<file path="src/rtl/fetch_pkg.sv">
// Shared constants, counter encodings and BTB geometry helpers for the fetch stage.
package fetch_pkg;

    localparam logic [31:0] NOP_INST = 32'h0;

    typedef enum logic [1:0] {
        SNT = 2'd0,
        WNT = 2'd1,
        WT  = 2'd2,
        ST  = 2'd3
    } bp_ctr_e;

    // Word-aligned PCs: bits [1:0] never reach the BTB, so index+tag cover 30 bits.
    function automatic int btb_idx_width(input int entries);
        return $clog2(entries);
    endfunction

    function automatic int btb_tag_width(input int entries);
        return 30 - $clog2(entries);
    endfunction

endpackage

</file>
<file path="src/rtl/fetch_if.sv">
// Fetch-stage bus: decode control, BTB update strobe, instruction memory port and fetch outputs.
interface fetch_if;

    logic        decode_stall;
    logic        decode_flush;
    logic [31:0] redirect_pc;
    logic        btb_update_valid;
    logic [31:0] btb_update_pc;
    logic [31:0] btb_update_target;
    logic        btb_update_taken;
    logic [31:0] imem_addr;
    logic [31:0] imem_rdata;
    logic [31:0] fetch_pc;
    logic [31:0] fetch_inst;
    logic [31:0] fetch_predicted_pc;

    modport master (
        input  decode_stall,
        input  decode_flush,
        input  redirect_pc,
        input  btb_update_valid,
        input  btb_update_pc,
        input  btb_update_target,
        input  btb_update_taken,
        output imem_addr,
        input  imem_rdata,
        output fetch_pc,
        output fetch_inst,
        output fetch_predicted_pc
    );

    modport slave (
        output decode_stall,
        output decode_flush,
        output redirect_pc,
        output btb_update_valid,
        output btb_update_pc,
        output btb_update_target,
        output btb_update_taken,
        input  imem_addr,
        output imem_rdata,
        input  fetch_pc,
        input  fetch_inst,
        input  fetch_predicted_pc
    );

endinterface

</file>
<file path="src/rtl/fetch_btb.sv">
// Direct-mapped branch target buffer with 2-bit saturating direction counters.
module fetch_btb
    import fetch_pkg::*;
#(
    parameter int ENTRIES = 16
) (
    input  logic        i_clk,
    input  logic        i_reset,
    input  logic [31:0] lookup_pc,
    output logic        lookup_hit,
    output logic [31:0] predicted_pc,
    input  logic        update_valid,
    input  logic [31:0] update_pc,
    input  logic [31:0] update_target,
    input  logic        update_taken
);

    localparam int IW = btb_idx_width(ENTRIES);
    localparam int TW = btb_tag_width(ENTRIES);

    logic [ENTRIES-1:0] valid_q;
    logic [TW-1:0]      tag_q    [ENTRIES];
    logic [31:0]        target_q [ENTRIES];
    bp_ctr_e            ctr_q    [ENTRIES];

    logic [IW-1:0] lk_idx;
    logic [TW-1:0] lk_tag;
    logic [IW-1:0] up_idx;
    logic [TW-1:0] up_tag;
    logic          up_hit;
    logic          unused_update_bits;

    assign lk_idx = lookup_pc[2 +: IW];
    assign lk_tag = lookup_pc[31 -: TW];
    assign up_idx = update_pc[2 +: IW];
    assign up_tag = update_pc[31 -: TW];
    assign unused_update_bits = ^update_pc[1:0];

    // Lookup reads the arrays as they stood before this cycle's update.
    assign lookup_hit   = valid_q[lk_idx] && (tag_q[lk_idx] == lk_tag);
    assign predicted_pc = (lookup_hit && (ctr_q[lk_idx] == WT || ctr_q[lk_idx] == ST))
                          ? target_q[lk_idx] : lookup_pc + 32'd4;

    assign up_hit = valid_q[up_idx] && (tag_q[up_idx] == up_tag);

    always_ff @(posedge i_clk or posedge i_reset) begin
        if (i_reset) begin
            valid_q <= '0;
        end else if (update_valid && update_taken && !up_hit) begin
            valid_q[up_idx] <= 1'b1;
        end
    end

    // Payload is only trusted behind a valid bit, so it carries no reset.
    always_ff @(posedge i_clk) begin
        if (update_valid) begin
            if (up_hit) begin
                if (update_taken) begin
                    target_q[up_idx] <= update_target;
                    if (ctr_q[up_idx] != ST) begin
                        ctr_q[up_idx] <= bp_ctr_e'(ctr_q[up_idx] + 2'd1);
                    end
                end else if (ctr_q[up_idx] != SNT) begin
                    ctr_q[up_idx] <= bp_ctr_e'(ctr_q[up_idx] - 2'd1);
                end
            end else if (update_taken) begin
                tag_q[up_idx]    <= up_tag;
                target_q[up_idx] <= update_target;
                ctr_q[up_idx]    <= WT;
            end
        end
    end

endmodule

</file>
<file path="src/rtl/fetch_stage.sv">
// Instruction fetch: owns the PC, drives a 1-cycle-latency instruction memory and predicts via the BTB.
module fetch_stage
    import fetch_pkg::*;
#(
    parameter logic [31:0] RESET_PC    = 32'h0,
    parameter int          BTB_ENTRIES = 16
) (
    input  logic     i_clk,
    input  logic     i_reset,
    fetch_if.master  bus
);

    logic [31:0] pc_q;
    logic        valid_q;
    logic [31:0] pred_pc;
    logic [31:0] next_pc;
    logic        unused_btb_hit;

    fetch_btb #(
        .ENTRIES (BTB_ENTRIES)
    ) u_btb (
        .i_clk         (i_clk),
        .i_reset       (i_reset),
        .lookup_pc     (pc_q),
        .lookup_hit    (unused_btb_hit),
        .predicted_pc  (pred_pc),
        .update_valid  (bus.btb_update_valid),
        .update_pc     (bus.btb_update_pc),
        .update_target (bus.btb_update_target),
        .update_taken  (bus.btb_update_taken)
    );

    // Stall re-reads pc_q so the synchronous memory keeps returning the same word.
    always_comb begin
        next_pc = pred_pc;
        if (!valid_q) begin
            next_pc = pc_q;
        end else if (bus.decode_flush) begin
            next_pc = bus.redirect_pc;
        end else if (bus.decode_stall) begin
            next_pc = pc_q;
        end
    end

    always_ff @(posedge i_clk or posedge i_reset) begin
        if (i_reset) begin
            pc_q    <= RESET_PC;
            valid_q <= 1'b0;
        end else begin
            pc_q    <= next_pc;
            valid_q <= 1'b1;
        end
    end

    assign bus.imem_addr          = next_pc;
    assign bus.fetch_pc           = valid_q ? pc_q : 32'h0;
    assign bus.fetch_inst         = valid_q ? bus.imem_rdata : NOP_INST;
    assign bus.fetch_predicted_pc = valid_q ? pred_pc : 32'h0;

endmodule

</file>
<file path="src/flat_wrapper.sv">
// flat-port wrapper written by rule: the top's interface ports become plain ports
module fetch_stage_flat import fetch_pkg::*;
#(
    parameter logic [31:0] RESET_PC    = 32'h0,
    parameter int          BTB_ENTRIES = 16
)
  (i_clk, i_reset, bus_decode_stall, bus_decode_flush, bus_redirect_pc, bus_btb_update_valid, bus_btb_update_pc, bus_btb_update_target, bus_btb_update_taken, bus_imem_addr, bus_imem_rdata, bus_fetch_pc, bus_fetch_inst, bus_fetch_predicted_pc);
  fetch_if bus_i ();
  input  logic i_clk;
  input  logic i_reset;
  input wire logic [$bits(bus_i.decode_stall)-1:0] bus_decode_stall;
  input wire logic [$bits(bus_i.decode_flush)-1:0] bus_decode_flush;
  input wire logic [$bits(bus_i.redirect_pc)-1:0] bus_redirect_pc;
  input wire logic [$bits(bus_i.btb_update_valid)-1:0] bus_btb_update_valid;
  input wire logic [$bits(bus_i.btb_update_pc)-1:0] bus_btb_update_pc;
  input wire logic [$bits(bus_i.btb_update_target)-1:0] bus_btb_update_target;
  input wire logic [$bits(bus_i.btb_update_taken)-1:0] bus_btb_update_taken;
  output wire logic [$bits(bus_i.imem_addr)-1:0] bus_imem_addr;
  input wire logic [$bits(bus_i.imem_rdata)-1:0] bus_imem_rdata;
  output wire logic [$bits(bus_i.fetch_pc)-1:0] bus_fetch_pc;
  output wire logic [$bits(bus_i.fetch_inst)-1:0] bus_fetch_inst;
  output wire logic [$bits(bus_i.fetch_predicted_pc)-1:0] bus_fetch_predicted_pc;
  assign bus_i.decode_stall = bus_decode_stall;
  assign bus_i.decode_flush = bus_decode_flush;
  assign bus_i.redirect_pc = bus_redirect_pc;
  assign bus_i.btb_update_valid = bus_btb_update_valid;
  assign bus_i.btb_update_pc = bus_btb_update_pc;
  assign bus_i.btb_update_target = bus_btb_update_target;
  assign bus_i.btb_update_taken = bus_btb_update_taken;
  assign bus_imem_addr = bus_i.imem_addr;
  assign bus_i.imem_rdata = bus_imem_rdata;
  assign bus_fetch_pc = bus_i.fetch_pc;
  assign bus_fetch_inst = bus_i.fetch_inst;
  assign bus_fetch_predicted_pc = bus_i.fetch_predicted_pc;
  fetch_stage #(.RESET_PC(RESET_PC), .BTB_ENTRIES(BTB_ENTRIES)) u_core (.i_clk(i_clk), .i_reset(i_reset), .bus(bus_i));
endmodule
</file>
<file path="config.mk">
export PLATFORM = sky130hd
export DESIGN_NAME = fetch_stage_flat
export DESIGN_NICKNAME = d
export VERILOG_FILES = /design/src/rtl/fetch_pkg.sv /design/src/rtl/fetch_if.sv /design/src/rtl/fetch_btb.sv /design/src/rtl/fetch_stage.sv /design/src/flat_wrapper.sv
export SDC_FILE = /design/constraint.sdc
export NUM_CORES = 1
export LEC_CHECK = 0
export ABC_AREA = 1
export BUFFER_PORTS_ARGS = -buffer_cell sky130_fd_sc_hd__clkbuf_2
export CAP_MARGIN = 30
export CORE_MARGIN = 2
export CORE_UTILIZATION = 31
export CTS_BUF_LIST = sky130_fd_sc_hd__clkbuf_16
export CTS_CLUSTER_DIAMETER = 40
export CTS_CLUSTER_SIZE = 40
export DETAILED_ROUTE_END_ITERATION = 8
export PLACE_DENSITY = 0.48
export SETUP_SLACK_MARGIN = 0.2
export SLEW_MARGIN = 20
export SYNTH_ARGS = -nofsm -noshare
export SYNTH_HDL_FRONTEND = slang
export SYNTH_HIERARCHICAL = 1
export SYNTH_SLANG_ARGS = --single-unit
</file>
<file path="constraint.sdc">
create_clock -name i_clk -period 5.7 [get_ports i_clk]
set_input_delay 0.57 -clock i_clk [delete_from_list [all_inputs] [get_ports i_clk]]
set_output_delay 0.57 -clock i_clk [all_outputs]
set_load 0.02 [all_outputs]
</file>
==> results of run 1 <==
[synth_stat cells, types with 19 or more instances]
| cell | number | share of area [%] |
|---|---|---|
| nand2_1 | 1479 | 12 |
| edfxtp_1 | 960 | 60 |
| nor2_1 | 672 | 5.2 |
| o21ai_0 | 491 | 5.1 |
| inv_1 | 290 | 2.3 |
| nand3_1 | 231 | 2.4 |
| clkbuf_1 | 135 | 1.1 |
| buf_2 | 117 | 1.2 |
| o22ai_1 | 87 | 1.1 |
| a21oi_1 | 86 | 0.90 |
| o21ai_1 | 61 | 0.64 |
| o211ai_1 | 58 | 0.91 |
| dfrtp_1 | 49 | 2.6 |
| o221ai_1 | 46 | 0.84 |
| buf_4 | 33 | 0.52 |
| xor2_1 | 28 | 0.51 |
| or2_0 | 22 | 0.29 |
| o21bai_1 | 19 | 0.30 |
[through the flow]
stage / total power [mW] / instance area [µm²]
2_1_floorplan: 10.33 / 48050
3_3_place_gp: 11.64 / 52060
3_5_place_dp: 11.64 / 52060
4_1_cts: 21.72 / 57930
5_1_grt: 22.40 / 58210
6_report: 21.65 / 58220
[power by group]
group          internal [mW]  switching (mW)
Clock                   6.21            3.79
Sequential              8.26           0.136
Combinational          0.902            2.34
[worst min-delay path: cells and delay by family]
family,cells,cell delay [ns]
and+or+nand+nor,3,0.23
buffers and inverters,1,0.07
[what timing repair did]
| action | in CTS | in global routing |
|---|---|---|
| hold endpoints to repair | 14 | 0 |
| gates cloned | 3 | 3 |
| setup endpoints to repair | 48 | 47 |
| pin swaps | 1 | 2 |
| resized for setup | 21 | 27 |
| hold buffers | 1 | 0 |
| buffers inserted | 7 | 6 |
[cell families (layout without fill, tap and decap cells)]
family / count (synthesis) / count (layout) / share of synthesized area [%]
adder cells (fa/ha/maj): 1 / 1 / 0.02603
other: 1 / 6 / 0.007804
AND/OR/NAND/NOR: 2464 / 2465 / 20.41
XOR/XNOR: 28 / 28 / 0.5104
flip-flops: 1009 / 1009 / 62.55
AO/OA/AOI/OAI: 909 / 909 / 10.94
buffers and inverters: 606 / 1011 / 5.552
[metal layers]
| metal | up-vias | share of wire, % | GRT usage [%] |
|---|---|---|---|
| li1 | 17747 | - | - |
| met1 | 19024 | 43 | 30.11 |
| met2 | 1421 | 46 | 34.87 |
| met3 | 315 | 7.2 | 3.997 |
| met4 | 22 | 3.3 | 8.130 |
| met5 | - | 0.083 | 0 |
[state kept, by name, indices dropped and copies added (netlist names)]
| register | count |
|---|---|
| u_core/u_btb/ctr_q | 32 |
| u_core/pc_q | 32 |
| u_core/u_btb/target_q | 512 |
| u_core/u_btb/tag_q | 416 |
| u_core/valid_q | 1 |
| u_core/u_btb/valid_q | 16 |
[final timing paths]
check,end,slack (ns),depth (start not counted)
worst min register to register,u_core/u_btb/valid_q[4],0.47,2
worst max-delay path,bus_imem_addr[13],0.43,15
worst min-delay path,u_core/pc_q[9],0.12,4
worst max register to register,u_core/pc_q[13],1.82,14
max in group asynchronous,u_core/valid_q,4.51,4
min in group asynchronous,u_core/u_btb/valid_q[0],0.54,3
[area by class of cell]
cell class | instances | area [µm²]
diodes | 5 | 12.51
clock buffers | 169 | 4229
clock inverters | 141 | 1373
fillers | 15358 | 95830
inverters | 299 | 1176
multi-input cells | 3404 | 15740
flip-flops and latches | 1009 | 30070
well taps | 2044 | 2557
repair buffers | 401 | 3052
repair inverters | 1 | 11.26
==> impl_metrics.yaml, run 1 <==
timing:
  fin_crit_sh_pct: 92.39
  slew_violations: 0
  fin_hold_ws_ns: 0.1169
  max-slew-margin-rel_pct: 35.92
  fmax_ghz: 0.1899
  timing.final.ws_setup_ns: 0.4340
  tightest_slew_ns: 0.9611
  period_needed_ns: 5.266
  final-setup-viol-count: 0
  timing.final.hold_violations: 0
  rsz0062_at_grt: "false"
  tns_ns: 0
  skew_ns: 0.07570
finish:
  fin_util_pct: 37.79
  synthToLayoutAreaGrowth_pct: 21.15
  layout.cells.non_filler: 7473
  final_nets: 5418
  final_cell_mix: "nand2_1 (1,472), edfxtp_1 (960), nor2_1 (633)"
  final_common_cell: "nand2_1"
  drive_gt1_share_pct: 13.96
synthesis:
  yosys_warnings: 6
  synth.distinct_cells: 48
  syn_area_mm2: 0.04805
  syn_inst: 5018
  synthFlopType: "edfxtp_1"
  synth-edff-count: 960
  synth_seq_area_share_pct: 62.55
  synth.avg_cell_area_um2: 9.576
  synth-seq-cells: 1009
  ys_async_sr_fraction_pct: 4.856
  synth_fp_nets: 5153
critical_path:
  path_delay_family: "compound AO/OA/AOI/OAI gates"
  worstPathArrival_ns: 4.70
  critPathSlowestCell: "a221oi_1"
  critPathCaptureType: "output port"
  path_max_fanout: 90
  timing.critical_path.buf_inv: 6
  r2r-start: "u_core/pc_q[2]"
  startpoint_type: "flip-flop"
  worst_ep_required_time_ns: 5.13
  critPathKind: "flip-flop to output port"
  critical_path.startpoint: "u_core/pc_q[2]"
  critPathMaxStageDelay_ns: 0.75
  crit_chain: "buf_12 > buf_4 > clkbuf_16 > buf_4 > buf_6 > o21ai_0 > o22ai_1 > o211a_1 > a221oi_1 > o21ai_1 > nand2_1 > nand3_1 > nand3_1 > nand2_1 > clkbuf_2"
detailed_routing:
  ant_nets: 0
  drt-pass1-iter-count: 5
  drtIter0Drc: 3864
  wirelength_um: 179600
  viasPerCell: 5.156
  route.detailed.drc: 0
  wire_per_inst_um: 24.03
  num_vias: 38529
floorplan:
  die_area_mm2: 0.1582
  chipWidth_um: 397.7
  die_y_um: 397.7
  io_pins: 262
  initial_core_util_pct: 31.19
  num_rows: 144
  core_mm2: 0.1540
global_route:
  grt_use_total_pct: 22.04
  grt_pass1_wl_um: 254700
  overflow: 0
  grt_pass1_vias: 36232
  grt_antenna_before_repair: 19
  grt_max_degree: 108
pwr:
  irDropWorstVdd_mv: 0.3526
  power_density_mw_per_mm2: 371.8
  p_leak_nw: 23.07
clock_network:
  cts_root_buf: "clkbuf_16"
  htreeDepth: 4
  cts.sinks: 1009
  cts.path.max_buffers: 3
  numCtsBuffers: 167
  cts_tree: "yes"
  insertion_delay_ns: 0.81
  path_clk_slew_ns: 0.06
placed_design:
  globalplace.congestion: 0.9034
  dp.cells: 7138
  dp_hpwl_um: 107000
  post-place-ws_ns: 0.5472
  io_buffers: 259
worst_hold_path:
  min_path_type: "input pin to flip-flop"
  hp-start: "bus_redirect_pc[9]"
status:
  status: "complete, no violations"
run:
  cap_violations: 0
(Power assumes the default switching activity.)
==> inputs of run 2 (changes only) <==
--- a/config.mk
+++ b/config.mk
@@ -5,7 +5,6 @@
 export SDC_FILE = /design/constraint.sdc
 export NUM_CORES = 1
 export LEC_CHECK = 0
-export ABC_AREA = 1
 export BUFFER_PORTS_ARGS = -buffer_cell sky130_fd_sc_hd__clkbuf_2
 export CAP_MARGIN = 30
 export CORE_MARGIN = 2
==> impl_metrics.yaml, run 2 <==
synthesis:
  syn_area_mm2: 0.04497
  syn_inst: 2266
  yosys_warnings: 6
  synth.avg_cell_area_um2: 19.85
  synth_fp_nets: 2401
run:
  cap_violations: 0
global_route:
  grt_max_degree: 113
  grt_antenna_before_repair: 17
  grt_use_total_pct: 19.86
  grt_pass1_vias: 26301
  overflow: 0
  grt_pass1_wl_um: 205000
clock_network:
  htreeDepth: 4
  cts.path.max_buffers: 3
  cts.sinks: 1009
  cts_root_buf: "clkbuf_16"
  cts_tree: "yes"
  insertion_delay_ns: 0.80
  numCtsBuffers: 150
  path_clk_slew_ns: 0.06
floorplan:
  chipWidth_um: 384.9
  core_mm2: 0.1438
  die_area_mm2: 0.1481
  num_rows: 139
  die_y_um: 384.9
  initial_core_util_pct: 31.27
  io_pins: 262
pwr:
  p_leak_nw: 18.92
  irDropWorstVdd_mv: 0.3189
  total_power_mw: 20.84
  power_density_mw_per_mm2: 374.0
detailed_routing:
  route.detailed.drc: 0
  met1_length_um: 62190
  met3_length_um: 10900
  wirelength_um: 147200
  viasPerCell: 5.363
  met2_wirelength_um: 69150
  drtIter0Drc: 2176
  ant_nets: 0
  drt-pass1-iter-count: 5
  num_vias: 25366
  topRoutingLayerUsed: "met5"
  wire_per_inst_um: 31.12
timing:
  slew_violations: 0
  skew_ns: 0.03859
  rsz0062_at_grt: "true"
  timing.final.hold_violations: 0
  fin_crit_sh_pct: 98.91
  fmax_ghz: 0.1774
  tightest_slew_ns: 1.012
  period_needed_ns: 5.638
  max-slew-margin-rel_pct: 32.35
  final-setup-viol-count: 0
finish:
  final_common_cell: "edfxtp_1"
  final_cell_mix: "edfxtp_1 (960), mux4_2 (378), clkbuf_2 (217)"
  top_register: "u_core/u_btb/target_q"
  final_nets: 2833
  largest_reg_flops: 512
  drive_gt1_share_pct: 43.87
  reg_top3: "u_core/u_btb/target_q: 512 flops, u_core/u_btb/tag_q: 416 flops"
  fin_util_pct: 38.74
  fillers: 12963
  synthToLayoutAreaGrowth_pct: 23.88
critical_path:
  worstPathArrival_ns: 5.07
  path_max_fanout: 7
  critPathKind: "flip-flop to output port"
  startpoint_type: "flip-flop"
  rr_endpoint: "u_core/pc_q[17]"
  crit_path_end: "bus_imem_addr[20]"
  worst_ep_required_time_ns: 5.13
  critPathCaptureType: "output port"
  rr_worst_depth: 19
  r2r_slack_ns: 1.32
  r2r-start: "u_core/pc_q[2]"
  critical_path.startpoint: "u_core/pc_q[2]"
worst_hold_path:
  min_path_type: "input pin to flip-flop"
status:
  status: "complete, no violations"
placed_design:
  globalplace.congestion: 0.8527
  dp_hpwl_um: 93180
  io_buffers: 259
[run 2: cell count changes in the layout (fill, tap and decap cells not counted), moves of 182 or more]
| cell | previous run | this run |
|---|---|---|
| nand2_1 | 1472 | 34 |
| nor2_1 | 633 | 14 |
| o21ai_0 | 491 | 9 |
| mux4_2 | 0 | 378 |
| inv_1 | 315 | 30 |
| nand3_1 | 226 | 44 |
[run 2: repair_timing]
item / 4_1_cts / 5_1_grt
hold buffers: 1 / 0
gates resized for setup: 73 / 126
endpoints found under the setup margin: 64 / 62
buffers inserted: 28 / 11
gates cloned: 6 / 2
endpoints found under the hold margin: 36 / 0
pin swaps: 11 / 15
[run 2: layout make-up]
type / instances / area [µm²] / share of cell area [%]
Antenna cell: 3 / 7.507 / 0.01347
Clock buffer: 150 / 3754 / 6.737
Clock inverter: 128 / 1415 / 2.540
Inverter: 29 / 108.9 / 0.1954
Multi-Input combinational cell: 1072 / 14580 / 26.17
Sequential cell: 1009 / 30070 / 53.98
Tap cell: 1903 / 2381 / 4.274
Timing Repair Buffer: 436 / 3393 / 6.091
[run 2: layer usage]
layer / track usage [%] / vias to the layer above
met5: 0 / -
met4: 7.111 / 10
met3: 5.119 / 244
met2: 31.41 / 1086
met1: 26.44 / 13626
li1: - / 10400
[run 2: through the flow]
stage | instances | setup TNS, ns | worst slack [ns] | hold slack, ns | instance area [µm²]
after global routing | 4729 | -0.3453 | -0.06208 | 0.1254 | 55710
final | 4730 | 0 | 0.06210 | 0.1470 | 55710
after detailed placement | 4400 | 0 | 0.3837 | 0.4739 | 49220
after global placement | 4400 | 0 | 0.3324 | 0.4652 | 49220
after CTS | 4713 | 0 | 0.0006830 | 0.07810 | 55190
after floorplan | 2266 | 0 | 0.7375 | 0.4471 | 44970
[run 2: worst min-delay path by stage]
stage,startpoint,to,slack (ns),depth (start not counted)
after CTS,bus_redirect_pc[1],u_core/pc_q[1],0.08,3
after floorplan,u_core/u_btb/valid_q[10],u_core/u_btb/valid_q[10],0.45,2
after global routing,bus_redirect_pc[6],u_core/pc_q[6],0.13,3
final,bus_redirect_pc[6],u_core/pc_q[6],0.15,3
after detailed placement,u_core/u_btb/valid_q[11],u_core/u_btb/valid_q[11],0.47,2
after global placement,u_core/u_btb/valid_q[7],u_core/u_btb/valid_q[7],0.47,2
[run 2: power by group]
| group | total, mW | switching (mW) | internal, mW |
|---|---|---|---|
| logic | 3.00 | 1.62 | 1.38 |
| registers | 8.45 | 0.193 | 8.26 |
| clock network | 9.39 | 3.67 | 5.72 |
[run 2: critical path: stages, from the launching register on]
cell and delay (ns):
dfrtp_4 0.50, buf_12 0.16, buf_12 0.15, buf_4 0.14
mux4_2 0.42, mux4_2 0.49, xnor2_1 0.32, nand4_1 0.21
nor2_4 0.21, buf_6 0.12, nand4_1 0.14, nor2_4 0.14
buf_12 0.13, buf_12 0.13, buf_4 0.11, mux2_4 0.31
o22ai_4 0.26, a2bb2oi_2 0.11, clkbuf_8 0.17
